### src/rtl/bsg_fifo_rolly_spec_issue.sv
// rtl/bsg_fifo_rolly_spec_issue.sv - speculative issue stage for a rollback-capable 1r1w FIFO
module bsg_fifo_rolly_spec_issue #(
    parameter int width_p        = 32,
    parameter int max_inflight_p = 8,
    localparam int inflight_width_lp = (max_inflight_p + 1 > 1) ? $clog2(max_inflight_p + 1) : 1
) (
    input  logic                         clk_i,
    input  logic                         reset_n_i,
    input  logic [width_p-1:0]           fifo_data_i,
    input  logic                         fifo_v_i,
    output logic                         fifo_yumi_o,
    output logic                         fifo_deq_v_o,
    output logic                         fifo_roll_v_o,
    output logic [width_p-1:0]           data_o,
    output logic                         v_o,
    input  logic                         ready_i,
    input  logic                         commit_v_i,
    input  logic                         squash_v_i,
    output logic [inflight_width_lp-1:0] inflight_o,
    output logic                         commit_err_o,
    output logic [15:0]                  squash_cnt_o
);

    localparam logic [inflight_width_lp-1:0] max_lp = inflight_width_lp'(max_inflight_p);

    logic                         v_r;
    logic [width_p-1:0]           data_r;
    logic [inflight_width_lp-1:0] inflight_r;
    logic [inflight_width_lp-1:0] issued_r;
    logic                         commit_err_r;
    logic [15:0]                  squash_cnt_r;

    logic deq_raw, slot_free, yumi_raw, handshake;

    assign deq_raw   = commit_v_i & (issued_r != '0);
    // A commit this cycle frees a slot, so a full stage can still read.
    assign slot_free = (inflight_r < max_lp) | deq_raw;
    assign yumi_raw  = fifo_v_i & ~squash_v_i & (~v_r | ready_i) & slot_free;
    assign handshake = v_r & ready_i;

    assign fifo_yumi_o   = yumi_raw & reset_n_i;
    assign fifo_deq_v_o  = deq_raw & reset_n_i;
    assign fifo_roll_v_o = squash_v_i & reset_n_i;

    assign v_o          = v_r;
    assign data_o       = data_r;
    assign inflight_o   = inflight_r;
    assign commit_err_o = commit_err_r;
    assign squash_cnt_o = squash_cnt_r;

    always_ff @(posedge clk_i or negedge reset_n_i) begin
        if (!reset_n_i) begin
            v_r          <= 1'b0;
            data_r       <= '0;
            inflight_r   <= '0;
            issued_r     <= '0;
            commit_err_r <= 1'b0;
            squash_cnt_r <= '0;
        end else begin
            if (commit_v_i && issued_r == '0)
                commit_err_r <= 1'b1;

            if (squash_v_i) begin
                // Everything uncommitted is dropped; the FIFO replays it after the roll.
                v_r        <= 1'b0;
                inflight_r <= '0;
                issued_r   <= '0;
                if (squash_cnt_r != 16'hFFFF)
                    squash_cnt_r <= squash_cnt_r + 16'd1;
            end else begin
                if (yumi_raw) begin
                    data_r <= fifo_data_i;
                    v_r    <= 1'b1;
                end else if (handshake) begin
                    v_r <= 1'b0;
                end
                inflight_r <= inflight_r + inflight_width_lp'(yumi_raw)
                                         - inflight_width_lp'(deq_raw);
                issued_r   <= issued_r + inflight_width_lp'(handshake)
                                       - inflight_width_lp'(deq_raw);
            end
        end
    end

endmodule

### config.mk
export PLATFORM = sky130hd
export DESIGN_NAME = bsg_fifo_rolly_spec_issue
export DESIGN_NICKNAME = d
export VERILOG_FILES = /design/src/rtl/bsg_fifo_rolly_spec_issue.sv
export SDC_FILE = /design/constraint.sdc
export NUM_CORES = 1
export LEC_CHECK = 0
export BUFFER_PORTS_ARGS = -buffer_cell sky130_fd_sc_hd__buf_2
export CAP_MARGIN = 20
export CORE_MARGIN = 3
export CORE_UTILIZATION = 42
export CTS_CLUSTER_DIAMETER = 150
export DETAILED_ROUTE_END_ITERATION = 10
export PLACE_DENSITY_LB_ADDON = 0.3
export RECOVER_POWER = 50
export SLEW_MARGIN = 10
export SYNTH_ARGS = -nofsm -noshare
export SYNTH_HDL_FRONTEND = slang
export SYNTH_SLANG_ARGS = --single-unit
### constraint.sdc
create_clock -name clk_i -period 3.2 [get_ports clk_i]
set_input_delay 0.32 -clock clk_i [delete_from_list [all_inputs] [get_ports clk_i]]
set_output_delay 0.32 -clock clk_i [all_outputs]
set_load 0.01 [all_outputs]
==> results of run 1 <==
[cell usage after synthesis, drive strengths merged]
cell and instances:
dfrtp 58, mux2 34, inv 14, nor2 13
xor2 12, ha 10, xnor2 7, nand3 6
nand2 5, nand4 5, nor3 5, nor2b 4
nor4 4, a21o 3, buf 3, a21oi 2
and4 2, fa 2, o21ai 2, and2 1
and3 1, clkbuf 1, nand2b 1, nand4b 1
nor3b 1, o2111ai 1, o41ai 1
[worst register-to-register path: cells and delay by family, from the launching register on]
family / cells / cell delay (ns)
buffers and inverters: 2 / 0.13
adders and majority gates: 4 / 0.96
AOI/OAI and AO/OA: 1 / 0.18
DFF: 1 / 0.36
and+or+nand+nor: 3 / 0.73
[state kept, by name, indices dropped and copies added (netlist names)]
signal	flops
commit_err_o	1
data_o	32
inflight_o	4
issued_r	4
squash_cnt_o	16
v_o	1
[per-layer routing]
layer / track usage (%) / vias to the layer above / share of wire, %
li1: - / 896 / -
met1: 18.4 / 928 / 42
met2: 24.3 / 59 / 49
met3: 4.47 / 11 / 6.5
met4: 7.77 / 0 / 2.0
met5: 0 / - / 0
[layout make-up]
class                           instances  area share (%)
Sequential cell                        58            44.0
Multi-Input combinational cell        123            32.9
Timing Repair Buffer                   97            12.9
Clock buffer                           12            5.01
Tap cell                               75            2.85
Inverter                               14            1.59
Clock inverter                          4           0.759
[stage by stage]
stage,hold WS (ns),std cells,utilization [%]
after floorplan,0.0244,199,-
after global placement,0.176,366,52.9
after detailed placement,0.172,366,52.9
after CTS,0.204,383,56.2
after global routing,0.198,383,55.1
final,0.221,383,55.1
[how the worst max path moves through the flow]
stage                     start            end  cells past startpoint
floorplan           issued_r[2]  inflight_o[2]                     12
global placement    issued_r[2]  inflight_o[1]                     10
detailed placement  issued_r[2]  inflight_o[1]                     10
CTS                 issued_r[2]    fifo_yumi_o                      8
global route        issued_r[2]    fifo_yumi_o                      8
finish              issued_r[2]    fifo_yumi_o                      8
[power by group]
group          switching (uW)  internal [uW]
Combinational             496            462
Clock                     274            341
Sequential                177            989
[kinds of logic (layout without fill, tap and decap cells)]
logic type,after synthesis,in the layout,share of synthesized area [%]
simple gates,49,49,11.0
compound gates,9,9,3.01
buf+inv,18,127,3.01
flops,58,58,55.5
fa+ha+maj,12,12,6.31
xor+xnor,19,19,6.36
mux,34,34,14.8
[repair_timing]
action	CTS	global route
endpoints found under the hold margin	6	0
hold buffers	1	0
setup buffers	0	0
endpoints found under the setup margin	0	0
==> impl_metrics.csv, run 1 <==
group,metric,value,unit
cells_and_area,final_common_cell,"dfrtp_1",
sta,rsz0062_at_grt,"false",
placement,place_congestion,0.800,
cells_and_area,nNetsFinal,353,
critical_path,critPathRequiredTime,2.88,ns
critical_path,endpoint_kind,"output port",
sta,max_clock_freq,0.387,GHz
yosys,synth_cells,199,
yosys,synth_top_area_share,55.5,%
cells_and_area,final_cell_mix,"dfrtp_1 (58), clkbuf_1 (55), buf_2 (39)",
critical_path,cpLargestDelayFamily,"simple AND/OR/NAND/NOR gates",
outcome,status,"finished clean",
detailed_routing,drc_errors,0,
critical_path,ff2ff_setup_slack,0.72,ns
sta,fin_crit,2.58,ns
floorplan,core_area,5990,um^2
detailed_routing,avgRoutedWirePerCell,13.5,um
yosys,ys_ff_latch,58,
sta,hold_violations,0,
floorplan,ios,95,
clock_tree,cts.sinks,58,
clock_tree,cts_buffers,9,
sta,tightest_slew,1.27,ns
critical_path,reg2reg_depth,10,
global_routing,globalRouteOverflowTotal,0,
floorplan,die_w,84.9,um
clock_tree,clk_latency,0.32,ns
critical_path,crit_fanout,34,
critical_path,r2r_start,"issued_r[2]",
detailed_routing,drt-total-wl,5150,um
sta,slew_violations,0,
sta,fin_setup_tns,0,ns
floorplan,start_util,43.7,%
placement,port_buffers,94,
global_routing,grt_pass1_wl,8600,um
sta,relSlewSlack,15.0,%
yosys,netlist_area,2620,um^2
detailed_routing,drt-initial-drc-count,47,
yosys,synth.net_count,249,
yosys,ys_top_cells_by_area,"dfrtp_1 (55%), mux2_2 (14%), ha_1 (4.8%)",
flow_run,cap_viol_max_count,0,
critical_path,slowest_delay,0.46,ns
detailed_routing,drt.antenna.violating_nets,0,
cells_and_area,n_fill_cell,553,
detailed_routing,drt_pre_antenna_iters,4,
placement,preCtsSetupSlack,0.712,ns
critical_path,r2r_end,"inflight_o[1]",
hold_path,hp-class,"input port to register",
critical_path,cp_data_arrival_time,2.26,ns
hold_path,worst_hold_path.endpoint,"data_o[7]",
cells_and_area,drive_above_1_share,31.2,%
power,ir_worst_vdd,0.450,mV
clock_tree,htree_levels,3,
floorplan,die-area,7210,um^2
floorplan,fp-row-count,28,
sta,finalSetupViolations,0,
critical_path,start_kind,"register",
critical_path,path_class,"register to output port",
placement,hpwl,3870,um
sta,finalCritPeriodShare,80.7,%
cells_and_area,antenna_cells,0,
global_routing,antenna_found_initial,0,
power,power_density,830,nW/um^2
yosys,ys_warn_count,0,
sta,skew,0.00922,ns
cells_and_area,design_area,3300,um^2
yosys,ys_types,31,
detailed_routing,via_per_inst,4.95,
cells_and_area,seq_area,1450,um^2
yosys,syn_area_per_cell,13.1,um^2
critical_path,cp_cell_sequence,"inv_1 > ha_1 > nor3b_1 > o21ai_0 > nand4b_2 > buf_4 > nor2_1 > buf_2",
clock_tree,cts_tree,"built",
critical_path,crit_buf_inv,3,
global_routing,grt_max_degree,53,
clock_tree,path_clk_slew,0.07,ns
yosys,yosysTopAreaCell,"dfrtp_1",
hold_path,min-delay-start,"fifo_data_i[7]",
detailed_routing,routed-via-count,1894,
clock_tree,cts_resized,0,
sta,fin_ws,0.617,ns
cells_and_area,syn_to_final_growth,26.1,%
critical_path,crit_slowest_cell,"nor3b_1",
power,p_leak,0.00157,uW
global_routing,grt.total_usage,15.1,%
global_routing,first_global_vias,1858,
clock_tree,clk_path_buf_depth,2,
hold_path,worstHoldPathCells,2,
power,power.total,2740,uW
yosys,yosysSeqAreaShare,55.5,%
clock_tree,cts-root-buf,"clkbuf_8",
placement,place_area,3170,um^2
floorplan,die_y,84.9,um
cells_and_area,multi_input_area,1090,um^2
No activity file was read; power rests on OpenSTA's default activity.
==> run 2, diff against run 1 <==
--- a/config.mk
+++ b/config.mk
@@ -5,6 +5,7 @@
 export SDC_FILE = /design/constraint.sdc
 export NUM_CORES = 1
 export LEC_CHECK = 0
+export ABC_AREA = 1
 export BUFFER_PORTS_ARGS = -buffer_cell sky130_fd_sc_hd__buf_2
 export CAP_MARGIN = 20
 export CORE_MARGIN = 3
==> constraint.sdc (replaced) <==
create_clock -name clk_i -period 2.17 [get_ports clk_i]
set_input_delay 0.217 -clock clk_i [delete_from_list [all_inputs] [get_ports clk_i]]
set_output_delay 0.217 -clock clk_i [all_outputs]
set_load 0.01 [all_outputs]
==> impl_metrics.csv, run 2 <==
group,metric,value,unit
outcome,status,"finished clean",
global_routing,grt.total_usage,16.2,%
detailed_routing,drt.antenna.violating_nets,0,
critical_path,cp_data_arrival_time,2.34,ns
yosys,yosysTopAreaCell,"dfrtp_1",
critical_path,endpoint_kind,"register",
power,p_sw,1770,uW
floorplan,start_util,44.5,%
yosys,ys_types,27,
cells_and_area,layout.cells.non_filler,536,
clock_tree,path_clk_slew,0.07,ns
floorplan,fp-row-count,29,
detailed_routing,via_per_inst,4.61,
clock_tree,cts_tree,"built",
global_routing,first_global_vias,2238,
detailed_routing,drt-initial-drc-count,78,
critical_path,start_kind,"register",
sta,fin_crit,2.08,ns
power,p_int,2570,uW
cells_and_area,antenna_cells,0,
yosys,yosysSeqAreaShare,49.9,%
hold_path,hp-class,"input port to register",
power,ir_worst_vdd,0.630,mV
cells_and_area,final_cell_mix,"nand2_1 (110), dfrtp_1 (58), inv_1 (56)",
yosys,ys_warn_count,0,
yosys,synth_edf_count,0,
floorplan,die-area,7960,um^2
power,swShare,40.8,%
power,p_leak,0.00189,uW
sta,relSlewSlack,29.7,%
sta,fin_setup_tns,0,ns
power,p_comb_share,38.3,%
placement,place_congestion,0.835,
yosys,synth.net_count,405,
critical_path,crit_slowest_cell,"fa_2",
sta,skew,0.00742,ns
placement,dp.cells,519,
yosys,synthArstFlopShare,100,%
floorplan,die_y,89.2,um
power,power_density,1200,nW/um^2
floorplan,die_w,89.2,um
yosys,synth-main-ff-cell,"dfrtp_1",
sta,hold_violations,0,
yosys,post-synth-top-count-cell,"nand2_1",
power,p_clk_share,20.6,%
detailed_routing,drt-total-wl,6500,um
detailed_routing,drt_pre_antenna_iters,4,
critical_path,critPathRequiredTime,2.43,ns
critical_path,cpLargestDelayFamily,"adder cells",
yosys,ys_top_cells_by_area,"dfrtp_1 (50%), nand2_1 (14%), inv_1 (7.5%)",
detailed_routing,routed-via-count,2469,
global_routing,globalRouteOverflowTotal,0,
floorplan,core_area,6530,um^2
yosys,netlist_area,2910,um^2
clock_tree,cts.sinks,58,
cells_and_area,nNetsFinal,504,
sta,finalCritPeriodShare,95.9,%
sta,max_clock_freq,0.481,GHz
power,power.total,4340,uW
critical_path,cp_cell_sequence,"inv_2 > ha_2 > nand2_1 > nand2_2 > inv_1 > ha_1 > inv_1 > ha_2 > fa_2 > inv_1 > nor2_1",
cells_and_area,drive_above_1_share,18.1,%
clock_tree,cts-root-buf,"clkbuf_8",
sta,tightest_slew,1.05,ns
global_routing,use_met2,26.3,%
critical_path,crit_buf_inv,4,
yosys,ys_ff_latch,58,
critical_path,crit_fanout,3,
global_routing,use_met1,20.4,%
clock_tree,clk_latency,0.34,ns
detailed_routing,drc_errors,0,
cells_and_area,largest_reg_flops,32,
cells_and_area,syn_to_final_growth,23.9,%
yosys,synthTopCellsByCount,"nand2_1 (112), dfrtp_1 (58), inv_1 (58), nor2_1 (27), o21ai_0 (18)",
critical_path,crit_path_frequent_cell,"inv_1",
yosys,syn_area_per_cell,8.19,um^2
sta,finalSetupViolations,0,
placement,hpwl,4740,um
cells_and_area,final_common_cell,"nand2_1",
clock_tree,clk_path_buf_depth,2,
critical_path,slowest_delay,0.52,ns
placement,port_buffers,94,
global_routing,grt_pass1_wl,9980,um
global_routing,grt_max_degree,67,
global_routing,grt.met3_usage,3.87,%
clock_tree,htree_levels,3,
yosys,synth_top_area_share,49.9,%
critical_path,path_class,"register to register",
detailed_routing,avgRoutedWirePerCell,12.1,um
floorplan,ios,95,
yosys,synth_cells,355,
sta,slew_violations,0,
flow_run,cap_viol_max_count,0,
clock_tree,cts_buffers,9,
global_routing,grt-busiest-layer,"met2",
global_routing,antenna_found_initial,0,
power,seq_power_share,41.1,%
==> run 2: changes by cell type in the layout (fill, tap and decap cells not counted), sizes merged, moves of 4 or more <==
| cell | delta |
|---|---|
| nor4 | -4 |
| nand3 | +6 |
| inv | +47 |
| xor2 | -7 |
| nor2 | +16 |
| nand2 | +112 |
| nor2b | -4 |
| nor3 | -4 |
| o21ai | +32 |
| mux2 | -34 |
==> run 2: final cells by class <==
cell class                 instances  area (um^2)
fill                             657         2930
sequential                        58         1450
tap                               77         96.3
inverter                          60          225
clock buffer                      10          138
clock inverter                     6         41.3
multi-input combinational        227         1210
timing repair buffer              98          440
==> run 2: per-stage QoR <==
stage	setup WS, ns	utilization [%]	hold WS (ns)	cell area [um^2]
2_1_floorplan	-0.0103	-	-0.0786	2950
3_3_place_gp	0.152	53.0	0.152	3460
3_5_place_dp	0.0565	53.0	0.157	3460
4_1_cts	0.0438	55.9	0.106	3650
5_1_grt	-0.0113	55.2	0.118	3600
6_report	0.0896	55.2	0.116	3600
==> run 2: path summary, 6_finish.rpt <==
| check | endpoint | slack, ns | cells past startpoint | start |
|---|---|---|---|---|
| setup / recovery | issued_r[1] | 0.09 | 11 | issued_r[2] |
| hold / removal | data_o[22] | 0.12 | 3 | fifo_data_i[22] |
| setup reg to reg | issued_r[1] | 0.09 | 11 | issued_r[2] |
| hold reg to reg | data_o[13] | 0.49 | 2 | data_o[13] |
| max in group asynchronous | data_o[24] | 0.48 | 3 | reset_n_i |
| min in group asynchronous | inflight_o[1] | 0.35 | 2 | reset_n_i |
==> run 2: worst min-delay path, stage by stage <==
cell	delay, ns
buf_2	0.10
inv_1	0.04
o21ai_1	0.06
==> run 2: power groups by stage <==
| stage | combinational [uW] | clock, uW | sequential, uW |
|---|---|---|---|
| global placement | 1690 | 0 | 1770 |
| global route | 1930 | 974 | 1840 |
| CTS | 1750 | 918 | 1770 |
| detailed placement | 1740 | 0 | 1780 |
| finish | 1660 | 892 | 1790 |
| floorplan | 971 | 0 | 1920 |
==> run 2: layer usage <==
layer / vias to the layer above / part of all wire, %
li1: 1278 / -
met4: 0 / 1.4
met5: - / 0
met1: 1105 / 46
met3: 9 / 6.8
met2: 77 / 46
==> run 2: cell families after synthesis <==
| kind of cell | after synthesis | synth area share, % |
|---|---|---|
| AND/OR/NAND/NOR | 165 | 23.8 |
| buffers and inverters | 70 | 10.3 |
| flip-flops | 58 | 49.9 |
| AO/OA/AOI/OAI | 39 | 6.97 |
| adder cells (fa/ha/maj) | 12 | 5.68 |
| XOR/XNOR | 11 | 3.31 |
==> run 2: timing repair <==
action / in CTS / in global routing
setup buffers: 0 / 0
hold endpoints to repair: 13 / 0
resized for setup: 1 / 8
endpoints found under the setup margin: 1 / 4
pin swaps: 0 / 1
hold buffers: 1 / 0
==> run 3, diff against run 2 <==
==> constraint.sdc (replaced) <==
create_clock -name clk_i -period 2.17 [get_ports clk_i]
set_input_delay 0.217 -clock clk_i [delete_from_list [all_inputs] [get_ports clk_i]]
set_output_delay 0.217 -clock clk_i [all_outputs]
set_load 0.02 [all_outputs]
==> impl_metrics.csv, run 3 (synthesized netlist as in run 2, its figures left out) <==
group,metric,value,unit
placement,port_buffers,94,
global_routing,globalRouteOverflowTotal,0,
sta,fin_ws,0.104,ns
hold_path,hp-class,"input port to register",
power,ir_worst_vdd,0.603,mV
placement,place_area,3470,um^2
cells_and_area,final_cell_mix,"nand2_1 (111), dfrtp_1 (58), inv_1 (57)",
clock_tree,cts-root-buf,"clkbuf_8",
global_routing,grt.total_usage,16.6,%
sta,finalSetupViolations,0,
sta,finalCritPeriodShare,95.2,%
clock_tree,cts.sinks,58,
power,p_comb_share,40.1,%
global_routing,first_global_vias,2325,
detailed_routing,drt-total-wl,6430,um
floorplan,die_y,89.2,um
detailed_routing,highest_layer,"met4",
sta,skew,0.00566,ns
clock_tree,cts_buffers,9,
detailed_routing,dr_wl_met3,421,um
clock_tree,post_cts_buffers,0,
floorplan,core_area,6530,um^2
cells_and_area,largest_reg_flops,32,
sta,max_clock_freq,0.484,GHz
clock_tree,cts_tree,"built",
placement,hpwl,4810,um
critical_path,start_kind,"register",
detailed_routing,drc_errors,0,
sta,rsz0062_at_grt,"false",
flow_run,cap_viol_max_count,0,
sta,whs,0.120,ns
power,p_sw,2050,uW
critical_path,endpoint_kind,"register",
clock_tree,htree_levels,3,
sta,tightest_slew,0.774,ns
cells_and_area,design_area,3650,um^2
placement,place_congestion,0.827,
cells_and_area,final_common_cell,"nand2_1",
floorplan,ios,95,
clock_tree,clk_path_buf_depth,2,
global_routing,grt_pass1_wl,10300,um
cells_and_area,n_fill_cell,639,
floorplan,die_w,89.2,um
critical_path,crit_fanout,3,
floorplan,die-area,7960,um^2
sta,hold_violations,0,
power,swShare,42.4,%
outcome,status,"finished clean",
sta,relSlewSlack,48.4,%
cells_and_area,drive_above_1_share,18.9,%
detailed_routing,avgRoutedWirePerCell,12.0,um
detailed_routing,drt.antenna.violating_nets,0,
sta,fin_setup_tns,0,ns
power,power_density,1320,nW/um^2
critical_path,critPathRequiredTime,2.43,ns
clock_tree,clk_latency,0.33,ns
power,p_leak,0.00194,uW
global_routing,antenna_found_initial,0,
power,p_int,2780,uW
detailed_routing,wl_met1,2970,um
detailed_routing,routed-via-count,2507,
critical_path,cp_cell_sequence,"inv_1 > ha_2 > nand2_1 > nand2_2 > nand2_1 > nand3_2 > ha_4 > inv_2 > ha_4 > fa_2 > inv_1 > nor2_1",
power,power.total,4830,uW
critical_path,path_class,"register to register",
sta,fin_crit,2.07,ns
cells_and_area,nNetsFinal,505,
detailed_routing,route.met2.wl,2970,um
floorplan,start_util,44.5,%
critical_path,crit_slowest_cell,"fa_2",
floorplan,fp-row-count,29,
global_routing,grt_max_degree,67,
power,p_clk_share,23.0,%
clock_tree,path_clk_slew,0.07,ns
detailed_routing,via_per_inst,4.67,
cells_and_area,syn_to_final_growth,25.6,%
placement,preCtsSetupSlack,0.0794,ns
detailed_routing,drt-initial-drc-count,61,
sta,slew_violations,0,
critical_path,slowest_delay,0.52,ns
detailed_routing,drt_pre_antenna_iters,5,
power,seq_power_share,36.8,%
cells_and_area,antenna_cells,0,
critical_path,cp_data_arrival_time,2.33,ns
run 3: routing by layer:
metal | up-vias | track usage [%]
li1 | 1282 | -
met2 | 85 | 26.5
met1 | 1134 | 21.6
met5 | - | 0
met3 | 6 | 3.69
met4 | 0 | 7.58
run 3: cell type report:
cell class	count	area, um^2	area share (%)
flip-flops and latches	58	1450	39.7
multi-input cells	227	1200	32.8
repair buffers	99	458	12.5
inverters	60	225	6.16
clock buffers	9	124	3.39
clock inverters	7	101	2.77
well taps	77	96.3	2.64
run 3: power by group through the flow:
stage	logic (uW)	clock network, uW	registers [uW]
final	1940	1110	1780
after global placement	1970	0	1770
after detailed placement	2030	0	1780
after CTS	2040	1140	1770
after global routing	2200	1180	1840
after floorplan	975	0	2190
run 3: timing repair:
action,in CTS,in global routing
hold buffers,1,0
endpoints found under the setup margin,1,3
hold endpoints to repair,13,0
resized for setup,1,5
run 3: critical path, delay by kind of cell, from the launching register on:
family / cells / cell delay [ns]
buf+inv: 3 / 0.10
fa+ha+maj: 4 / 1.13
flops: 1 / 0.33
simple gates: 5 / 0.42
run 3: final timing paths:
| kind | slack, ns | start | end | cells after the start |
|---|---|---|---|---|
| max reg2reg | 0.10 | issued_r[3] | inflight_o[1] | 12 |
| min in group asynchronous | 0.35 | reset_n_i | inflight_o[1] | 2 |
| max in group asynchronous | 0.77 | reset_n_i | data_o[20] | 3 |
| min reg2reg | 0.48 | data_o[9] | data_o[9] | 2 |
| max | 0.10 | issued_r[3] | inflight_o[1] | 12 |
| min | 0.12 | fifo_data_i[23] | data_o[23] | 3 |
run 3: metrics by stage:
step                util, %  std cells
finish                 55.9        537
global route           55.9        537
CTS                    56.7        537
detailed placement     53.1        520
global placement       53.1        520
floorplan                 -        355
